`config.mk`:
```
export PLATFORM = sky130hd
export DESIGN_NAME = alarm_response_unit
export DESIGN_NICKNAME = d
export VERILOG_FILES = /design/src/rtl/alarm_response_unit.sv
export SDC_FILE = /design/constraint.sdc
export NUM_CORES = 1
export LEC_CHECK = 0
export CELL_PAD_IN_SITES_DETAIL_PLACEMENT = 0
export CELL_PAD_IN_SITES_GLOBAL_PLACEMENT = 1
export CORE_MARGIN = 4
export CORE_UTILIZATION = 46
export CTS_CLUSTER_SIZE = 16
export DETAILED_ROUTE_END_ITERATION = 10
export GPL_TIMING_DRIVEN = 0
export PLACE_DENSITY = 0.87
export SYNTH_ARGS = -nofsm -noshare
export SYNTH_HDL_FRONTEND = slang
export SYNTH_SLANG_ARGS = --single-unit
```
`constraint.sdc`:
```
create_clock -name clk -period 2.65 [get_ports clk]
set_clock_uncertainty 0.2 [all_clocks]
set_input_delay 0.3975 -clock clk [delete_from_list [all_inputs] [get_ports clk]]
set_output_delay 0.3975 -clock clk [all_outputs]
set_load 0.1 [all_outputs]
```
`src/rtl/alarm_response_unit.sv`:
```
// Caregiver-side alarm responder: synchronises the bed-alarm level and the acknowledge button,
// drives a pulsed buzzer that escalates to continuous, and snoozes on a debounced acknowledge.
module alarm_response_unit #(
    parameter int DEBOUNCE_CYCLES = 4,
    parameter int BEEP_ON         = 8,
    parameter int BEEP_OFF        = 8,
    parameter int ESCALATE_CYCLES = 64,
    parameter int SNOOZE_CYCLES   = 32
) (
    input  logic       clk,
    input  logic       rst_n,
    input  logic       alarm_in,
    input  logic       ack_btn,
    output logic       buzzer,
    output logic       led,
    output logic       escalate,
    output logic       ack_pulse,
    output logic [1:0] state_o
);

    localparam int DBW = $clog2(DEBOUNCE_CYCLES) + 1;
    localparam int BPW = $clog2(BEEP_ON + BEEP_OFF) + 1;
    localparam int ESW = $clog2(ESCALATE_CYCLES) + 1;
    localparam int SNW = $clog2(SNOOZE_CYCLES) + 1;

    localparam logic [DBW-1:0] DB_MAX    = DBW'(DEBOUNCE_CYCLES);
    localparam logic [BPW-1:0] BEEP_ON_C = BPW'(BEEP_ON);
    localparam logic [BPW-1:0] BEEP_LAST = BPW'(BEEP_ON + BEEP_OFF - 1);
    localparam logic [ESW-1:0] ESC_LAST  = ESW'(ESCALATE_CYCLES - 1);
    localparam logic [SNW-1:0] SNZ_LAST  = SNW'(SNOOZE_CYCLES - 1);

    typedef enum logic [1:0] {
        IDLE      = 2'd0,
        RINGING   = 2'd1,
        ESCALATED = 2'd2,
        SNOOZE    = 2'd3
    } state_t;

    logic           alarm_meta_r, alarm_sync_r;
    logic           ack_meta_r, ack_sync_r;
    logic [DBW-1:0] db_cnt_r, db_cnt_nxt_s;
    logic           ack_db_r, ack_db_d_r, ack_evt_s;
    state_t         state_r, state_nxt_s;
    logic [BPW-1:0] beep_cnt_r, beep_nxt_s;
    logic [ESW-1:0] esc_cnt_r, esc_nxt_s;
    logic [SNW-1:0] snz_cnt_r, snz_nxt_s;
    logic           buzzer_r, led_r, escalate_r, ack_pulse_r;
    logic           buzzer_nxt_s, led_nxt_s, escalate_nxt_s, ack_pulse_nxt_s;

    // Two-flop synchronisers for the asynchronous inputs
    always_ff @(posedge clk or negedge rst_n) begin
        if (!rst_n) begin
            alarm_meta_r <= 1'b0;
            alarm_sync_r <= 1'b0;
            ack_meta_r   <= 1'b0;
            ack_sync_r   <= 1'b0;
        end else begin
            alarm_meta_r <= alarm_in;
            alarm_sync_r <= alarm_meta_r;
            ack_meta_r   <= ack_btn;
            ack_sync_r   <= ack_meta_r;
        end
    end

    // Saturating debounce count of consecutive synced-high button samples
    always_comb begin
        db_cnt_nxt_s = {DBW{1'b0}};
        if (ack_sync_r) begin
            if (db_cnt_r == DB_MAX) begin
                db_cnt_nxt_s = DB_MAX;
            end else begin
                db_cnt_nxt_s = db_cnt_r + DBW'(1);
            end
        end else begin
            db_cnt_nxt_s = {DBW{1'b0}};
        end
    end

    // Debounced level and its delayed copy for edge detection
    always_ff @(posedge clk or negedge rst_n) begin
        if (!rst_n) begin
            db_cnt_r   <= {DBW{1'b0}};
            ack_db_r   <= 1'b0;
            ack_db_d_r <= 1'b0;
        end else begin
            db_cnt_r   <= db_cnt_nxt_s;
            ack_db_r   <= ack_sync_r & (db_cnt_nxt_s == DB_MAX);
            ack_db_d_r <= ack_db_r;
        end
    end

    assign ack_evt_s = ack_db_r & ~ack_db_d_r;

    // Next state, counters and the registered-output values they imply
    always_comb begin
        state_nxt_s     = state_r;
        beep_nxt_s      = beep_cnt_r;
        esc_nxt_s       = esc_cnt_r;
        snz_nxt_s       = snz_cnt_r;
        ack_pulse_nxt_s = 1'b0;
        case (state_r)
            IDLE: begin
                if (alarm_sync_r) begin
                    state_nxt_s = RINGING;
                    beep_nxt_s  = {BPW{1'b0}};
                    esc_nxt_s   = {ESW{1'b0}};
                end else begin
                    state_nxt_s = IDLE;
                end
            end
            RINGING: begin
                if (ack_evt_s) begin
                    state_nxt_s     = SNOOZE;
                    snz_nxt_s       = {SNW{1'b0}};
                    ack_pulse_nxt_s = 1'b1;
                end else if (esc_cnt_r == ESC_LAST) begin
                    state_nxt_s = ESCALATED;
                end else if (!alarm_sync_r) begin
                    state_nxt_s = IDLE;
                end else begin
                    beep_nxt_s = (beep_cnt_r == BEEP_LAST) ? {BPW{1'b0}} : beep_cnt_r + BPW'(1);
                    esc_nxt_s  = esc_cnt_r + ESW'(1);
                end
            end
            ESCALATED: begin
                // Latched: only an acknowledge leaves this state
                if (ack_evt_s) begin
                    state_nxt_s     = SNOOZE;
                    snz_nxt_s       = {SNW{1'b0}};
                    ack_pulse_nxt_s = 1'b1;
                end else begin
                    state_nxt_s = ESCALATED;
                end
            end
            SNOOZE: begin
                if (!alarm_sync_r) begin
                    state_nxt_s = IDLE;
                end else if (snz_cnt_r == SNZ_LAST) begin
                    state_nxt_s = RINGING;
                    beep_nxt_s  = {BPW{1'b0}};
                    esc_nxt_s   = {ESW{1'b0}};
                end else begin
                    snz_nxt_s = snz_cnt_r + SNW'(1);
                end
            end
            default: begin
                state_nxt_s = IDLE;
            end
        endcase

        led_nxt_s      = (state_nxt_s != IDLE);
        escalate_nxt_s = (state_nxt_s == ESCALATED);
        case (state_nxt_s)
            RINGING:   buzzer_nxt_s = (beep_nxt_s < BEEP_ON_C);
            ESCALATED: buzzer_nxt_s = 1'b1;
            default:   buzzer_nxt_s = 1'b0;
        endcase
    end

    // State, counters and registered outputs
    always_ff @(posedge clk or negedge rst_n) begin
        if (!rst_n) begin
            state_r     <= IDLE;
            beep_cnt_r  <= {BPW{1'b0}};
            esc_cnt_r   <= {ESW{1'b0}};
            snz_cnt_r   <= {SNW{1'b0}};
            buzzer_r    <= 1'b0;
            led_r       <= 1'b0;
            escalate_r  <= 1'b0;
            ack_pulse_r <= 1'b0;
        end else begin
            state_r     <= state_nxt_s;
            beep_cnt_r  <= beep_nxt_s;
            esc_cnt_r   <= esc_nxt_s;
            snz_cnt_r   <= snz_nxt_s;
            buzzer_r    <= buzzer_nxt_s;
            led_r       <= led_nxt_s;
            escalate_r  <= escalate_nxt_s;
            ack_pulse_r <= ack_pulse_nxt_s;
        end
    end

    assign buzzer    = buzzer_r;
    assign led       = led_r;
    assign escalate  = escalate_r;
    assign ack_pulse = ack_pulse_r;
    assign state_o   = state_r;

endmodule

```
== Word-level counts from Yosys, hierarchy flattened ==
Index checks and enable logic that the tools add are counted.

* Register bits after elaboration: 33
* Bits of input ports: 4

* $lt $le $gt $ge: 1
* Mux-type cells: 32
* Add/sub/neg operators: 4
* Bitwise gates (word level): 3
* Reductions and logical operators: 7
* Equality and inequality tests: 18

{| class="wikitable"
|+ Operators with widths
! operator !! count
|-
| 7-bit two-way mux || 6
|-
| 5-bit two-way mux || 7
|-
| 7-bit one-hot mux with 3 select lines || 1
|-
| 6-bit two-way mux || 3
|-
| 5-bit one-hot mux with 3 select lines || 1
|-
| 2-bit inequality test (second input constant) || 7
|-
| 6-bit one-hot mux with 2 select lines || 1
|-
| 2-bit two-way mux || 5
|-
| 2-bit one-hot mux with 4 select lines || 1
|-
| 7-bit by 1-bit adder with 7-bit output (second input constant) || 1
|-
| 7-bit by 6-bit == test with 1-bit output (second input constant) || 1
|-
| 7-bit AND reduction || 1
|-
| 6-bit by 1-bit adder with 6-bit output (second input constant) || 1
|-
| 2-bit == test (second input constant) || 3
|-
| 3-bit == test (second input constant) || 2
|-
| 6-bit by 5-bit == test with 1-bit output (second input constant) || 1
|-
| 3-bit two-way mux || 2
|-
| 5-bit by 1-bit adder with 5-bit output (second input constant) || 1
|-
| 5-bit by 4-bit == test with 1-bit output (second input constant) || 1
|-
| 5-bit by 4-bit less-than comparator with 1-bit output (second input constant) || 1
|-
| 2-bit by 1-bit == test with 1-bit output (second input constant) || 2
|-
| 1-bit two-way mux || 4
|-
| 4-bit AND reduction || 1
|-
| 2-bit nonzero test || 2
|-
| 8 further kinds || 9
|}

== Logic depth before layout (Yosys ltp) ==
Gate-level depths: netlist of the first run.

* Depth in word-level cells: 8
* Mapped depth: 10
* Depth with buffers taken out: 9

== Least setup slack after synthesis of the first run ==
Ideal clock, no wire load.

* Path type: register to register
* Start point: register state_r[1] (netlist: state_o[1])
* End point: register buzzer_r (netlist: buzzer)
* Data required time: 2,349 ps
* Arrival time: 2,699 ps
* Library setup time: 101 ps
* Cell stages (with the launch flop): 11
* Period minus slack after synthesis: 2,999 ps
* Slack: -349 ps
* Cells stage by stage: dfrtp_1 > inv_1 > ha_1 > buf_2 > o31ai_1 > o2bb2a_1 > o21ai_1 > o31ai_1 > ha_1 > nand2b_1 > o32ai_1

* Elaborated cells on any way between the ends: 15

{| class="wikitable"
|+ RTL lines
! element !! line !! RTL
|-
| start: declaration || 43 || <nowiki>state_t state_r, state_nxt_s;</nowiki>
|-
| start signal: assignment || 172 || <nowiki>state_r <= state_nxt_s;</nowiki>
|-
| 2-bit == test (tied with other cells) || 101 || <nowiki>case (state_r)</nowiki>
|-
| 2-bit one-hot mux with 4 select lines * || 101 ||
|-
| via state_nxt_s[0] || 43 ||
|-
| 2-bit == test or 2-bit by 1-bit == test with 1-bit output (tied branches) || 153 || <nowiki>case (state_nxt_s)</nowiki>
|-
| 1-bit one-hot mux with 2 select lines * || 153 ||
|-
| via buzzer_nxt_s || 48 || <nowiki>logic buzzer_nxt_s, led_nxt_s, escalate_nxt_s, ack_pulse_nxt_s;</nowiki>
|-
| end signal: assignment || 176 || <nowiki>buzzer_r <= buzzer_nxt_s;</nowiki>
|-
| end: declaration || 47 || <nowiki>logic buzzer_r, led_r, escalate_r, ack_pulse_r;</nowiki>
|}

Mark *: on every way through the listed nets, which the timed path passes. The rest lies on a longest branch.
A chain may end at the register's enable or synchronous reset.

== Worst setup path in the final report of the first run ==
* Start point: register snz_cnt_r[0]
* End point: register buzzer_r (netlist: buzzer)

* Cells in the longest elaborated chain, start to end: 6
* Elaborated cells on any way between the ends: 11

{| class="wikitable"
|+ RTL lines
! element !! line !! RTL
|-
| start: declaration || 46 || <nowiki>logic [SNW-1:0] snz_cnt_r, snz_nxt_s;</nowiki>
|-
| start signal: assignment || 166 || <nowiki>snz_cnt_r <= {SNW{1'b0}};</nowiki>
|-
| start signal: assignment || 175 || <nowiki>snz_cnt_r <= snz_nxt_s;</nowiki>
|-
| 6-bit by 5-bit == test with 1-bit output * || 138 || <nowiki>end else if (snz_cnt_r == SNZ_LAST) begin</nowiki>
|-
| 2-bit two-way mux * || 138 ||
|-
| 2-bit two-way mux * || 136 || <nowiki>if (!alarm_sync_r) begin</nowiki>
|-
| 2-bit one-hot mux with 4 select lines * || 101 ||
|-
| via state_nxt_s[0] || 43 ||
|-
| 2-bit == test or 2-bit by 1-bit == test with 1-bit output (tied branches) || 153 ||
|-
| 1-bit one-hot mux with 2 select lines * || 153 ||
|-
| via buzzer_nxt_s || 48 ||
|}

Marked as above.

==> results of run 1 <==
cells by family after synthesis:
family / synth area share [%]
AND/OR/NAND/NOR: 18.7
AO/OA/AOI/OAI: 17.2
flip-flops: 49.4
buffers and inverters: 3.97
adder cells (fa/ha/maj): 8.99
XOR/XNOR: 1.05
multiplexers: 0.599
per-layer routing:
metal  vias to the layer above  part of all wire, %
li1                        633                    -
met1                       631                   47
met2                        20                   48
met3                         3                  3.8
met4                         0                  1.3
met5                         -                    0
power groups by stage:
| stage | logic, mW | clock network, mW | registers [mW] |
|---|---|---|---|
| 3_3_place_gp | 0.157 | 0 | 0.557 |
| 2_1_floorplan | 0.0809 | 0 | 0.590 |
| 6_report | 0.175 | 0.321 | 0.549 |
| 5_1_grt | 0.195 | 0.358 | 0.554 |
| 3_5_place_dp | 0.161 | 0 | 0.559 |
| 4_1_cts | 0.165 | 0.335 | 0.549 |
through the flow:
step                util (%)  setup TNS, ns  power [mW]  cell area, um2
floorplan                  -              0       0.671            1680
global placement        53.4       -0.00689       0.714            1820
detailed placement      53.2        -0.0897       0.720            1820
CTS                     56.0              0        1.05            1910
global route            57.8        -0.0152        1.11            1970
finish                  57.8              0        1.05            1970
placed cells by master, fill, tap and decap left out, types with 2 or more instances in the layout:
cell                              count
sky130_fd_sc_hd__a21oi_1             11
sky130_fd_sc_hd__and2_1               2
sky130_fd_sc_hd__and3_1               6
sky130_fd_sc_hd__buf_2                2
sky130_fd_sc_hd__buf_4                2
sky130_fd_sc_hd__clkbuf_1             2
sky130_fd_sc_hd__clkbuf_4             6
sky130_fd_sc_hd__clkbuf_8             2
sky130_fd_sc_hd__clkdlybuf4s50_1      8
sky130_fd_sc_hd__dfrtp_1             31
sky130_fd_sc_hd__ha_1                11
sky130_fd_sc_hd__inv_1               12
sky130_fd_sc_hd__nand2_1             14
sky130_fd_sc_hd__nand2b_1             3
sky130_fd_sc_hd__nand3_1              5
sky130_fd_sc_hd__nand4_1              2
sky130_fd_sc_hd__nor2_1               4
sky130_fd_sc_hd__nor2b_1              2
sky130_fd_sc_hd__o21a_1               2
sky130_fd_sc_hd__o21ai_0              5
sky130_fd_sc_hd__o21ai_1              8
sky130_fd_sc_hd__or3_1                6
sky130_fd_sc_hd__or4_1                2
sky130_fd_sc_hd__xor2_1               2
flip-flops by register name, summed over array words and instances (netlist names), 2 cells and up:
signal / flops
db_cnt_r: 3
state_o: 2
esc_cnt_r: 7
beep_cnt_r: 5
snz_cnt_r: 6
critical path: cells and delay by family, from the launching register on:
kind | cells | cell delay (ns)
and+or+nand+nor | 3 | 0.57
DFF | 1 | 0.44
AOI/OAI and AO/OA | 4 | 0.74
adders and majority gates | 2 | 0.52
synth_stat cells, drive strengths merged (2+ instances only):
| library cell | n |
|---|---|
| dfrtp | 33 |
| nand2 | 15 |
| o21ai | 14 |
| ha | 12 |
| inv | 12 |
| a21oi | 11 |
| and3 | 7 |
| nand3 | 6 |
| or3 | 6 |
| nand2b | 4 |
| nor2 | 4 |
| o31ai | 3 |
| and2 | 2 |
| buf | 2 |
| clkbuf | 2 |
| nand4 | 2 |
| nor2b | 2 |
| o21a | 2 |
| or4 | 2 |
| xor2 | 2 |
final timing paths:
kind / to / slack (ns)
max: buzzer / 0.1
min: alarm_sync_r / 0.16
max reg2reg: buzzer / 0.1
min reg2reg: alarm_sync_r / 0.16
max in group asynchronous: state_o[1] / 1.28
min in group asynchronous: ack_pulse / 0.44
timing repair:
| action | in CTS | in global routing |
|---|---|---|
| pin swaps | 0 | 4 |
| endpoints found under the setup margin | 1 | 1 |
| buffers inserted | 0 | 2 |
| resized for setup | 2 | 10 |
| endpoints found under the hold margin | 33 | 0 |
| hold buffers | 1 | 0 |
cell type report:
type / instances / area [um2] / share of cell area, %
Multi-Input combinational cell: 116 / 836 / 42.4
Sequential cell: 33 / 831 / 42.1
Timing Repair Buffer: 12 / 110 / 5.58
Clock buffer: 7 / 65.1 / 3.30
Tap cell: 46 / 57.6 / 2.92
Inverter: 13 / 48.8 / 2.47
Buffer: 4 / 20.0 / 1.01
Clock inverter: 1 / 5.00 / 0.254
==> results_dict.tcl, run 1 <==
set metrics [dict create \
    slew_viol_final 0 \
    power_density_nw_per_um2 530 \
    count_of_filler_cells_inserted_in_the_layout 309 \
    vertical_extent_of_the_die_um 68.3 \
    nets 201 \
    crit_path_top_delay_cell "sky130_fd_sc_hd__dfrtp_1" \
    synth_sequential_area_ratio_pct 49.4 \
    area_delta_synth_final_pct 18.1 \
    vias 1287 \
    place_congestion 0.829 \
    power_frac_clock_pct 30.7 \
    route.detailed.vias_per_inst 5.55 \
    number_of_library_cell_types_mapped_by_synthesis 46 \
    global_route.overflow_total 0 \
    p_int_mw 0.743 \
    post-place-cells 221 \
    ys_top_cells_by_area "sky130_fd_sc_hd__dfrtp_1 49%, sky130_fd_sc_hd__ha_1 9.0%, sky130_fd_sc_hd__a21oi_1 3.3%" \
    period_share_pct 96.3 \
    preCtsSetupSlack_ns -0.0897 \
    hp-class "flip-flop to flip-flop" \
    drc 0 \
    fp.dieW_um 68.3 \
    synth_enable_flop_cells 0 \
    initial_utilization_pct 48.9 \
    max_stage_delay_ns 0.44 \
    critPathCaptureType "flip-flop" \
    path_max_fanout 4 \
    p_sw_mw 0.303 \
    synth_largest_area_cell "sky130_fd_sc_hd__dfrtp_1" \
    critPathLaunch "snz_cnt_r[0]" \
    timing.setup.critical_path_class "flip-flop to flip-flop" \
    startpoint_type "flip-flop" \
    largest_net_degree_at_the_start_of_global_routing 34 \
    drtIter0Drc 39 \
    ratio_of_cells_with_drive_above_1_in_the_final_layout_pct 14.0 \
    met2_usage_pct 23.9 \
    groute.usage.overall_pct 15.6 \
    whs_ns 0.156 \
    numCtsBuffers 5 \
    crit_path_cell_trace "ha_4 > and2b_2 > and3_1 > o2bb2a_2 > o21ai_2 > o31ai_2 > ha_1 > nand2b_4 > o32ai_2" \
    worst_skew_pair.late_latency_ns 0.34 \
    syn-mean-instance-area_um2 10.1 \
    synth_cells 166 \
    placeableCoreArea_um2 3420 \
    predominant_post_synthesis_flop_cell "sky130_fd_sc_hd__dfrtp_1" \
    power.share.switching_pct 28.9 \
    hold_viol 0 \
    gr_util_met3_pct 6.08 \
    reg2reg_from "snz_cnt_r[0]" \
    tritoncts "done" \
    area_of_the_die_um2 4660 \
    io_buffers 9 \
    number_of_register_bits_inferred_by_synthesis 33 \
    vdd_ir_drop_max_v 0.000361 \
    timing.critical_path.arrival_ns 2.61 \
    maxCapViolCount 0 \
    hold_path_startpoint "alarm_meta_r" \
    postSynthNetCount 182 \
    hpwl_after_detailed_placement_um 2200 \
    share_comb_of_total_power_pct 16.8 \
    achievable-frequency_mhz 392 \
    ys_async_sr_fraction_pct 100 \
    fin_ws_ns 0.0969 \
    clock-sinks 33 \
    mappedNetlistArea_um2 1670 \
    run_status "finished clean" \
    ys_warn_count 0 \
    wl_um 3100 \
    proportion_of_netlist_area_held_by_the_largest_area_contributor_pct 49.4 \
    via_count_of_the_first_global_routing_pass 1219 \
    post_layout_nonfiller_instances 232 \
    cts_root_buf "sky130_fd_sc_hd__clkbuf_4" \
    firstDrtPassIters 4 \
    clk_path_buf_depth 2 \
    min_path_cells 0 \
    final_antenna_net_count 0 \
    worst_setup_hold_path_clk_slew_ns 0.10 \
    cts.htree.levels 2 \
    power_leakage_nw 0.876 \
    period_needed_ns 2.55 \
    antenna_cells 0 \
    grt.met1_usage_pct 19.7 \
    wire_per_inst_um 13.4 \
    grt_pass1_wl_um 5400 \
    rows 21 \
    number_of_antenna_violations_at_the_first_check_in_global_routing 0 \
    reg2reg_depth 9 \
    tightestPinTransition_ns 0.962 \
    p_seq_share_pct 52.5 \
    report.final.setup_viol 0 \
    slew-limit-headroom_pct 35.7 \
    grt_busiest_layer "met2" \
    io_pins 10 \
    critical_path_required_ns 2.70 \
]
No activity file was read; power rests on OpenSTA's default activity.
==> run 2: changes to the inputs <==
CORE_MARGIN = not set   (was 4)
HOLD_SLACK_MARGIN = 0.08   (was not set)
==> run 2 against run 1 <==
Effect of this change:
- sequential cell count unchanged
- cell count unchanged
- fmax decreased by 0.61%
- worst hold slack improved by 0.0032 ns
- die area decreased by 17%
- first-iteration DRC count increased to 2.7 times the previous value
- sequential share of layout area decreased by 0.37 points
- wire length increased by 4.1%
- clock power decreased by 2%
- highest routed layer unchanged
- utilization increased by 0.51 points
==> results_dict.tcl, run 2 (same netlist as run 1, synthesis figures left out) <==
set metrics [dict create \
    run_status "finished clean" \
    vdd_ir_drop_max_v 0.000252 \
    achievable-frequency_mhz 389 \
    biggest_registers_after_layout "esc_cnt_r (7), snz_cnt_r (6), beep_cnt_r (5)" \
    slew-limit-headroom_pct 35.2 \
    placeableCoreArea_um2 3420 \
    slew_viol_final 0 \
    placedInstanceArea_um2 1820 \
    place_congestion 0.787 \
    hpwl_after_detailed_placement_um 2270 \
    reg2reg_from "esc_cnt_r[0]" \
    post-place-cells 221 \
    period_share_pct 96.9 \
    worst_setup_hold_path_clk_slew_ns 0.10 \
    period_needed_ns 2.57 \
    drtIter0Drc 106 \
    hp-class "flip-flop to flip-flop" \
    area_delta_synth_final_pct 19.2 \
    antenna_cells 0 \
    hold_path_startpoint "ack_meta_r" \
    max_flop_register "esc_cnt_r" \
    reg2reg_depth 9 \
    clk_path_buf_depth 2 \
    largest_net_degree_at_the_start_of_global_routing 34 \
    power_leakage_nw 0.877 \
    maxCapViolCount 0 \
    layout.cell_area.non_filler_um2 1990 \
    drc 0 \
    path_max_fanout 5 \
    via_count_of_the_first_global_routing_pass 1241 \
    cts.htree.levels 2 \
    number_of_antenna_violations_at_the_first_check_in_global_routing 0 \
    met2_usage_pct 30.5 \
    io_pins 10 \
    firstDrtPassIters 4 \
    worstPathBufferInverterCount 0 \
    worst_skew_pair.late_latency_ns 0.33 \
    hold_viol 0 \
    timing.setup.critical_path_class "flip-flop to flip-flop" \
    grt_pass1_wl_um 5460 \
    vias 1283 \
    final_antenna_net_count 0 \
    crit_family "compound AO/OA/AOI/OAI gates" \
    power_density_nw_per_um2 526 \
    area_of_the_die_um2 3880 \
    tritoncts "done" \
    wl_um 3230 \
    r2r-end "buzzer" \
    grt_busiest_layer "met2" \
    hold_end "ack_sync_r" \
    post_layout_nonfiller_instances 232 \
    crit_path_top_delay_cell "sky130_fd_sc_hd__dfrtp_1" \
    finalCoreUtilization_pct 58.3 \
    tightestPinTransition_ns 0.968 \
    count_of_filler_cells_inserted_in_the_layout 305 \
    layout.cells.most_common "sky130_fd_sc_hd__dfrtp_1" \
    grt.met1_usage_pct 22.2 \
    report.final.setup_viol 0 \
    route.detailed.vias_per_inst 5.53 \
    critPathLaunch "esc_cnt_r[0]" \
    largest_register_ffs 7 \
    r2r_slack_ns 0.08 \
    mostFrequentLayoutCells "31 x sky130_fd_sc_hd__dfrtp_1, 14 x sky130_fd_sc_hd__nand2_1, 12 x sky130_fd_sc_hd__inv_1" \
    p_int_mw 0.747 \
    initial_utilization_pct 48.9 \
    nets 201 \
    critPathCaptureType "flip-flop" \
    critical_path_required_ns 2.68 \
    wire_per_inst_um 13.9 \
    groute.usage.overall_pct 18.2 \
    global_route.overflow_total 0 \
    p_seq_share_pct 52.6 \
    ratio_of_cells_with_drive_above_1_in_the_final_layout_pct 16.1 \
    timing.critical_path.arrival_ns 2.60 \
    fp.dieW_um 62.3 \
    cts_root_buf "sky130_fd_sc_hd__clkbuf_4" \
    numCtsBuffers 5 \
    min_path_cells 0 \
    vertical_extent_of_the_die_um 62.3 \
    max_stage_delay_ns 0.40 \
    share_comb_of_total_power_pct 17.3 \
    gr_util_met3_pct 6.07 \
    crit_path_cell_trace "ha_2 > nand3_2 > o31ai_4 > o2bb2a_2 > o21ai_2 > o31ai_2 > ha_1 > nand2b_4 > o32ai_2" \
    p_sw_mw 0.299 \
    power_frac_clock_pct 30.1 \
    rows 21 \
    startpoint_type "flip-flop" \
    io_buffers 9 \
    clock-sinks 33 \
    whs_ns 0.159 \
    power.share.switching_pct 28.6 \
]
-- run 2: changes by cell type in the layout (fill, tap and decap cells not counted), sizes merged --
cell / previous run / this run
clkbuf: 10 / 8
buf: 4 / 6
-- run 2: per-layer routing --
layer / vias up / wire [um]
met5: - / 0
met4: 0 / 36
met3: 5 / 76
met2: 13 / 1620
met1: 629 / 1490
li1: 636 / -
-- run 2: final cells by class --
class	count	area [um2]	share of cell area (%)
Sequential cell	33	831	41.7
Buffer	3	20.0	1.01
Tap cell	46	57.6	2.89
Clock buffer	7	65.1	3.27
Inverter	13	48.8	2.45
Timing Repair Buffer	13	118	5.91
Multi-Input combinational cell	116	846	42.5
Clock inverter	1	5.00	0.251
-- run 2: how the worst max path moves through the flow --
stage                  end  cells after the start
floorplan           buzzer                      9
global placement    buzzer                      9
detailed placement  buzzer                      9
CTS                 buzzer                      9
global route        buzzer                      9
finish              buzzer                      9
-- run 2: metrics by stage --
stage | worst slack [ns] | TNS, ns | power, mW
finish | 0.0812 | 0 | 1.05
global route | -0.0296 | -0.0296 | 1.12
CTS | 0.0294 | 0 | 1.05
detailed placement | -0.0258 | -0.0258 | 0.720
global placement | -0.0135 | -0.0135 | 0.713
floorplan | 0.0432 | 0 | 0.671
-- run 2: repair_timing --
action                                 4_1_cts  5_1_grt
hold buffers                                 1        0
setup buffers                                0        3
setup endpoints to repair                    1        5
endpoints found under the hold margin       33        0
cloned                                       0        0
resized for setup                            1       16
pin swaps                                    0        5
-- run 2: power by group through the flow --
stage	Combinational, mW	Sequential, mW	Clock [mW]
3_3_place_gp	0.156	0.557	0
3_5_place_dp	0.161	0.559	0
6_report	0.181	0.550	0.315
2_1_floorplan	0.0809	0.590	0
4_1_cts	0.163	0.549	0.334
5_1_grt	0.204	0.554	0.359
